<file path="config.mk">
export PLATFORM = sky130hd
export DESIGN_NAME = fetch_stage
export DESIGN_NICKNAME = d
export VERILOG_FILES = /design/src/rtl/pipes_pkg.sv /design/src/rtl/fetch_stage.sv
export SDC_FILE = /design/constraint.sdc
export NUM_CORES = 1
export LEC_CHECK = 0
export BUFFER_PORTS_ARGS = -buffer_cell sky130_fd_sc_hd__buf_2
export CORE_MARGIN = 1
export CORE_UTILIZATION = 25
export DETAILED_ROUTE_END_ITERATION = 8
export GPL_ROUTABILITY_DRIVEN = 1
export HOLD_SLACK_MARGIN = 0.1
export PLACE_DENSITY = 0.44
export SYNTH_ARGS = -nofsm -noshare
export SYNTH_HDL_FRONTEND = slang
export SYNTH_SLANG_ARGS = --single-unit
</file>
<file path="constraint.sdc">
create_clock -name clk -period 3.07 [get_ports clk]
set_input_delay 0.4605 -clock clk [delete_from_list [all_inputs] [get_ports clk]]
set_output_delay 0.4605 -clock clk [all_outputs]
set_load 0.01 [all_outputs]
</file>
<file path="src/rtl/pipes_pkg.sv">
// Shared pipeline types: the fetch-to-decode payload, the fetch FSM states and the reset PC.
package pipes_pkg;

  localparam logic [63:0] RESET_PC = 64'h0000_0000_8000_0000;
  localparam logic [63:0] PC_STEP  = 64'd4;

  typedef struct packed {
    logic [31:0] raw_instr;
    logic [63:0] pc;
    logic        en;
  } fetch_data_t;

  typedef enum logic [1:0] {FETCH, HOLD, DISCARD} fetch_state_t;

endpackage

</file>
<file path="src/rtl/fetch_stage.sv">
// IF stage: owns the PC, issues instruction-bus requests and registers each returned word
// for decode, absorbing decode stalls and execute redirects (also mid-request).
//
// Bus handshake: ireq_valid/ireq_addr form a request that, once raised, holds a stable
// address until iresp_data_ok completes it; a request is never withdrawn.
module fetch_stage
  import pipes_pkg::*;
#(
  parameter logic [63:0] RESET_PC_P = RESET_PC
) (
  input  logic              clk,
  input  logic              resetn,
  output logic              ireq_valid,
  output logic [63:0]       ireq_addr,
  input  logic              iresp_data_ok,
  input  logic [31:0]       iresp_data,
  input  logic              stall,
  input  logic              redirect_valid,
  input  logic [63:0]       redirect_pc,
  output fetch_data_t       dataF,
  output logic [1:0]        state_dbg
);

  fetch_state_t state, state_n;
  logic [63:0]  pc, pc_n;
  logic [63:0]  pend_pc, pend_pc_n;
  logic [31:0]  ibuf, ibuf_n;
  fetch_data_t  data_n;

  always_ff @(posedge clk or negedge resetn) begin
    if (!resetn) begin
      state   <= FETCH;
      pc      <= RESET_PC_P;
      pend_pc <= '0;
      ibuf    <= '0;
      dataF   <= '0;
    end else begin
      state   <= state_n;
      pc      <= pc_n;
      pend_pc <= pend_pc_n;
      ibuf    <= ibuf_n;
      dataF   <= data_n;
    end
  end

  // The request is gated by reset so the bus sees nothing while resetn is low.
  assign ireq_valid = resetn && (state != HOLD);
  assign ireq_addr  = pc;
  assign state_dbg  = state;

  always_comb begin
    state_n   = state;
    pc_n      = pc;
    pend_pc_n = pend_pc;
    ibuf_n    = ibuf;
    data_n    = dataF;
    unique case (state)
      FETCH: begin
        if (iresp_data_ok) begin
          if (redirect_valid) begin
            pc_n      = redirect_pc;
            data_n.en = 1'b0;
          end else if (!stall) begin
            data_n    = '{raw_instr: iresp_data, pc: pc, en: 1'b1};
            pc_n      = pc + PC_STEP;
          end else begin
            ibuf_n    = iresp_data;
            state_n   = HOLD;
          end
        end else if (redirect_valid) begin
          // Address must stay on the bus until the stale response arrives.
          pend_pc_n = redirect_pc;
          data_n.en = 1'b0;
          state_n   = DISCARD;
        end else if (!stall) begin
          data_n.en = 1'b0;
        end
      end
      HOLD: begin
        if (redirect_valid) begin
          pc_n      = redirect_pc;
          data_n.en = 1'b0;
          state_n   = FETCH;
        end else if (!stall) begin
          data_n    = '{raw_instr: ibuf, pc: pc, en: 1'b1};
          pc_n      = pc + PC_STEP;
          state_n   = FETCH;
        end
      end
      DISCARD: begin
        data_n.en = 1'b0;
        if (iresp_data_ok) begin
          pc_n    = redirect_valid ? redirect_pc : pend_pc;
          state_n = FETCH;
        end else if (redirect_valid) begin
          pend_pc_n = redirect_pc;
        end
      end
      default: begin
        state_n = FETCH;
      end
    endcase
  end

endmodule

</file>
; Word level (Yosys, flattened, before mapping)
; Cells that the tools add are included.
[op_classes]
add_sub_neg = 1
n_mul = 0
div_mod_pow = 0
order_cmp = 0
n_eq_ne = 14
shifts = 0
n_mux = 26
bitwise_logic = 2
n_reduce_logical = 11
[ops]
columns = operator, count
row1 = two-way mux 64 bit, 5
row2 = two-way mux 96 bit, 3
row3 = two-way mux 97 bit, 2
row4 = case mux 64 bit (3 select lines), 1
row5 = case mux 96 bit (2 select lines), 1
row6 = "adder 64 x 3 -> 64 bit, second input constant", 1
row7 = "inequality test 3 bit, second input constant", 5
row8 = two-way mux 2 bit, 7
row9 = "inequality test 2 bit, second input constant", 6
row10 = case mux 2 bit (3 select lines), 1
row11 = AND reduction 3 bit, 2
row12 = AND reduction 6 bit, 1
row13 = two-way mux 1 bit, 5
row14 = AND reduction 5 bit, 1
row15 = AND reduction 4 bit, 1
row16 = case mux 1 bit (3 select lines), 1
row17 = nonzero test 3 bit, 1
row18 = "equality test 2 x 1 -> 1 bit, second input constant", 1
row19 = "equality test 2 bit, second input constant", 1
row20 = zero test 2 bit, 1
row21 = "inequality test 2 x 1 -> 1 bit, second input constant", 1
row22 = inverter 1 bit, 2
row23 = AND reduction 2 bit, 1
row24 = nonzero test 2 bit, 1
row25 = other kinds (2), 2
[totals]
register_bits = 259
latch_bits = 0
mem_bits_rw = 0
mem_bits_ro = 0
inputBits = 101
output_inout_bits = 164
wordCells = 61
memories = 0

; Depth between registers and ports, before layout
[logic_depth]
depth_word = 5
mapped_depth = 10
mapped_depth_nobuf = 8

; Worst setup path after synthesis
; No wires, ideal clock.
[synth_timing]
path_type = flip-flop to flip-flop
start = register pc[14] (netlist: ireq_addr[14])
end = register pc[47] (netlist: ireq_addr[47])
setup_time_ns = 0.075
arrival_time_ns = 2.438
required_ns = 2.995
setup_slack_ns = 0.557
path_stages_with_launch = 9
n_path_buf = 2
synth_period_minus_slack_ns = 2.513
cell_sequence = dfrtp_1 clkbuf_1 nand4_1 or4_4 or4b_4 buf_6 or3_1 o31a_1 o21ai_2
[synth_between]
elab_chain_len = 5
[synth_rtl]
columns = element, line_no
row1 = from (decl), fetch_stage.sv:25  ; logic [63:0] pc, pc_n;
row2 = from (signal assigned), fetch_stage.sv:39  ; pc <= pc_n;
row3 = adder 64 x 3 -> 64 bit *, "fetch_stage.sv:65, fetch_stage.sv:86"
row4 = two-way mux 64 bit *, "fetch_stage.sv:63, fetch_stage.sv:84"
row5 = two-way mux 64 bit *, fetch_stage.sv:80  ; if (redirect_valid) begin
row6 = two-way mux 64 bit, fetch_stage.sv:59  ; if (iresp_data_ok) begin
row7 = case mux 64 bit (3 select lines) *, fetch_stage.sv:57  ; unique case (state)
; Mark *: on every way between the ends. The rest lies on a longest branch, timed or not. The select of a mux whose other input is x is not followed.
; A chain may end at the register's enable or synchronous reset.

; Final worst setup path
[layout_timing]
start = register pc[23] (netlist: ireq_addr[23])
end = register pc[53] (netlist: ireq_addr[53])
; The elaborated chain is that of the path after synthesis.

==> results.json <==
{
  "placeableCoreArea_sq_mm": 0.0514,
  "placement.cell_area_sq_mm": 0.0149,
  "boundaryPins": 265,
  "dr.pass1.iters": 5,
  "drv_slew": 0,
  "clock_path_buffers": 3,
  "synth_edf_count": 0,
  "setup_ws_ns": 0.391,
  "num_vias": 10600,
  "die_w_um": 230,
  "r2r-end": "ireq_addr[53]",
  "post_synth_most_frequent_cells": "sky130_fd_sc_hd__dfrtp_1, sky130_fd_sc_hd__mux2_2, sky130_fd_sc_hd__o21ai_0",
  "first_global_vias": 10400,
  "grt_first_pass_wirelength_mm": 67.1,
  "final.min_clock_period_ns": 2.68,
  "clk_root_buffer_cell": "sky130_fd_sc_hd__clkbuf_16",
  "clkSinkCount": 259,
  "place.detailed.hpwl_mm": 30.2,
  "post-place-ws_ns": 0.389,
  "clock_tree_from_tritoncts": "yes",
  "crit_start": "ireq_addr[23]",
  "place.port_buffers": 264,
  "wirelength_mm": 44.0,
  "timing.hold.worst.class": "in2reg",
  "finalNonFillerCells": 2170,
  "synth.distinct_cells": 62,
  "area_growth_pct": 23.1,
  "share_of_cells_above_drive_strength_1_pct": 35.9,
  "maximum_number_of_pins_on_one_net_before_global_route_repair": 91,
  "drt.antenna.violating_nets": 0,
  "crit_path_end": "ireq_addr[53]",
  "synth-seq-area-share_pct": 49.8,
  "postSynthAreaPerCell_sq_um": 10.3,
  "worstSetupStartpointType": "flop",
  "share_of_yosys_cell_area_claimed_by_the_top_area_cell_type_pct": 49.6,
  "finalInstanceArea_sq_mm": 0.0160,
  "max-cap-violations": 0,
  "timing.reg2reg.setup_slack_ns": 0.39,
  "post-synth-top-count-cell": "sky130_fd_sc_hd__dfrtp_1",
  "gr-total-overflow": 0,
  "initial_core_util_pct": 25.3,
  "die-height_um": 230,
  "top_area_cells_in_the_synthesized_netlist": "sky130_fd_sc_hd__dfrtp_1, sky130_fd_sc_hd__mux2_2, sky130_fd_sc_hd__o21ai_0, sky130_fd_sc_hd__nand2_1, sky130_fd_sc_hd__buf_4",
  "setup-tns-final_ns": 0,
  "fmax_ghz": 0.373,
  "number_of_cells_after_detailed_placement": 2104,
  "synthArstFlopShare_pct": 100,
  "synth_largest_area_cell": "sky130_fd_sc_hd__dfrtp_1",
  "cts-htree-levels": 2,
  "synth.yosys.warnings": 0,
  "route.detailed.drc": 0,
  "nNetsFinal": 1568,
  "grt_util_all_layers_pct": 16.5,
  "ir_worst_vdd_uv": 408,
  "power.density_cell_area_mw_per_mm2": 1040,
  "clk-insertion-delay-late_ns": 0.54,
  "post_cts_clock_slew_at_the_launch_and_capture_registers_of_the_worst_setup_and_hold_paths_ns": 0.06,
  "final.period_utilization_pct": 87.2,
  "wl_per_cell_um": 20.3,
  "dr.first_iter.drc_count": 691,
  "ys.flop_type": "sky130_fd_sc_hd__dfrtp_1",
  "synth.net_count": 1370,
  "synth.ff_latch_count": 259,
  "syn_area_sq_mm": 0.0130,
  "relSlewSlack_pct": 51.6,
  "tritoncts_buffers": 35,
  "grt_setup_unrepaired": "no",
  "routed_via_density": 4.87,
  "timing.critical_path.required_ns": 3.50,
  "setup.worst_path.end_class": "flop",
  "gate_count_after_technology_mapping": 1264,
  "status": "finished clean",
  "power_leakage_nw": 7.19,
  "num_rows": 83,
  "r2r-start": "ireq_addr[23]",
  "overall_die_area_sq_mm": 0.0530,
  "critical_path.max_fanout": 18,
  "rr_worst_depth": 6,
  "finClkSkew_ns": 0.0170,
  "finalHoldViolCount": 0,
  "arrival_ns": 3.11,
  "timing_worst_setup_path_type": "reg2reg",
  "timing.final.setup_violations": 0,
  "grt_antenna_before_repair": 11,
  "gp_congestion": 0.793,
  "tightestPinTransition_ns": 0.725
}
## sequential cells by signal, summed over array words and instances, names as in the netlist
register / count
dataF: 97
ibuf: 32
ireq_addr: 64
pend_pc: 64
state_dbg: 2
## routing by layer
layer	global-route usage [%]	wire length [um]
met1	21.7	19500
met2	25.6	19900
met3	5.73	3490
met4	4.68	1030
met5	0	61
## layout make-up
type	count	area, sq um
fillers	5397	35400
flip-flops and latches	259	6480
multi-input cells	839	5700
repair buffers	312	1780
clock buffers	52	1030
well taps	680	851
clock inverters	8	118
inverters	15	56.3
diodes	5	12.5
## how the worst min path moves through the flow
stage,from,to,slack [ns],cells past startpoint
after detailed placement,resetn,pend_pc[18],0.41,1
after floorplan,resetn,dataF[0],0.16,0
final,iresp_data[19],ibuf[19],0.16,2
after CTS,iresp_data[19],ibuf[19],0.13,2
after global routing,redirect_pc[51],pend_pc[51],0.14,2
after global placement,resetn,pend_pc[18],0.41,1
## cells by family (layout without fill, tap and decap cells)
kind of cell	count (synthesis)	count (layout)	synth area share (%)
compound gates	294	294	13.6
simple gates	346	346	13.1
fa+ha+maj	5	5	0.480
mux	194	194	16.4
other cells	0	5	0
flops	259	259	49.8
buf+inv	166	387	6.70
## critical path, cell delays in order, from the launching register on
cell and delay (ns):
sky130_fd_sc_hd__dfrtp_1 0.45, sky130_fd_sc_hd__nand2_1 0.15, sky130_fd_sc_hd__or4_4 0.57, sky130_fd_sc_hd__or4b_4 0.68
sky130_fd_sc_hd__o311ai_1 0.32, sky130_fd_sc_hd__o41ai_1 0.11, sky130_fd_sc_hd__a211o_1 0.27
## through the flow
stage / total power (W) / util (%) / hold slack, ns
floorplan: 0.0103 / - / 0.165
global placement: 0.0125 / 28.9 / 0.411
detailed placement: 0.0126 / 28.9 / 0.411
CTS: 0.0169 / 31.2 / 0.125
global route: 0.0178 / 31.2 / 0.142
finish: 0.0166 / 31.2 / 0.165
## what timing repair did
item / 4_1_cts / 5_1_grt
setup buffers: 0 / 0
hold buffers: 1 / 0
hold endpoints to repair: 39 / 0
gates resized for setup: 0 / 0
## placed cells by master (no fill, tap or decap), types with 26 or more instances in the layout
master and n:
sky130_fd_sc_hd__a21oi_1 56, sky130_fd_sc_hd__and3_1 47, sky130_fd_sc_hd__nand4_1 26, sky130_fd_sc_hd__o21ai_0 139
sky130_fd_sc_hd__mux2i_1 41, sky130_fd_sc_hd__mux2_2 153, sky130_fd_sc_hd__buf_4 40, sky130_fd_sc_hd__nor2_1 51
sky130_fd_sc_hd__dfrtp_1 258, sky130_fd_sc_hd__nand2_1 136, sky130_fd_sc_hd__clkbuf_16 37, sky130_fd_sc_hd__buf_2 263
## power breakdown
part / internal, W / switching, W / total (W) / leakage [nW]
clock: 0.00257 / 0.00159 / 0.00416 / 0.562
sequential: 0.00509 / 0.00133 / 0.00642 / 3.13
combinational: 0.00273 / 0.00330 / 0.00603 / 3.50
total: 0.0104 / 0.00622 / 0.0166 / 7.19
(Power assumes the default switching activity.)
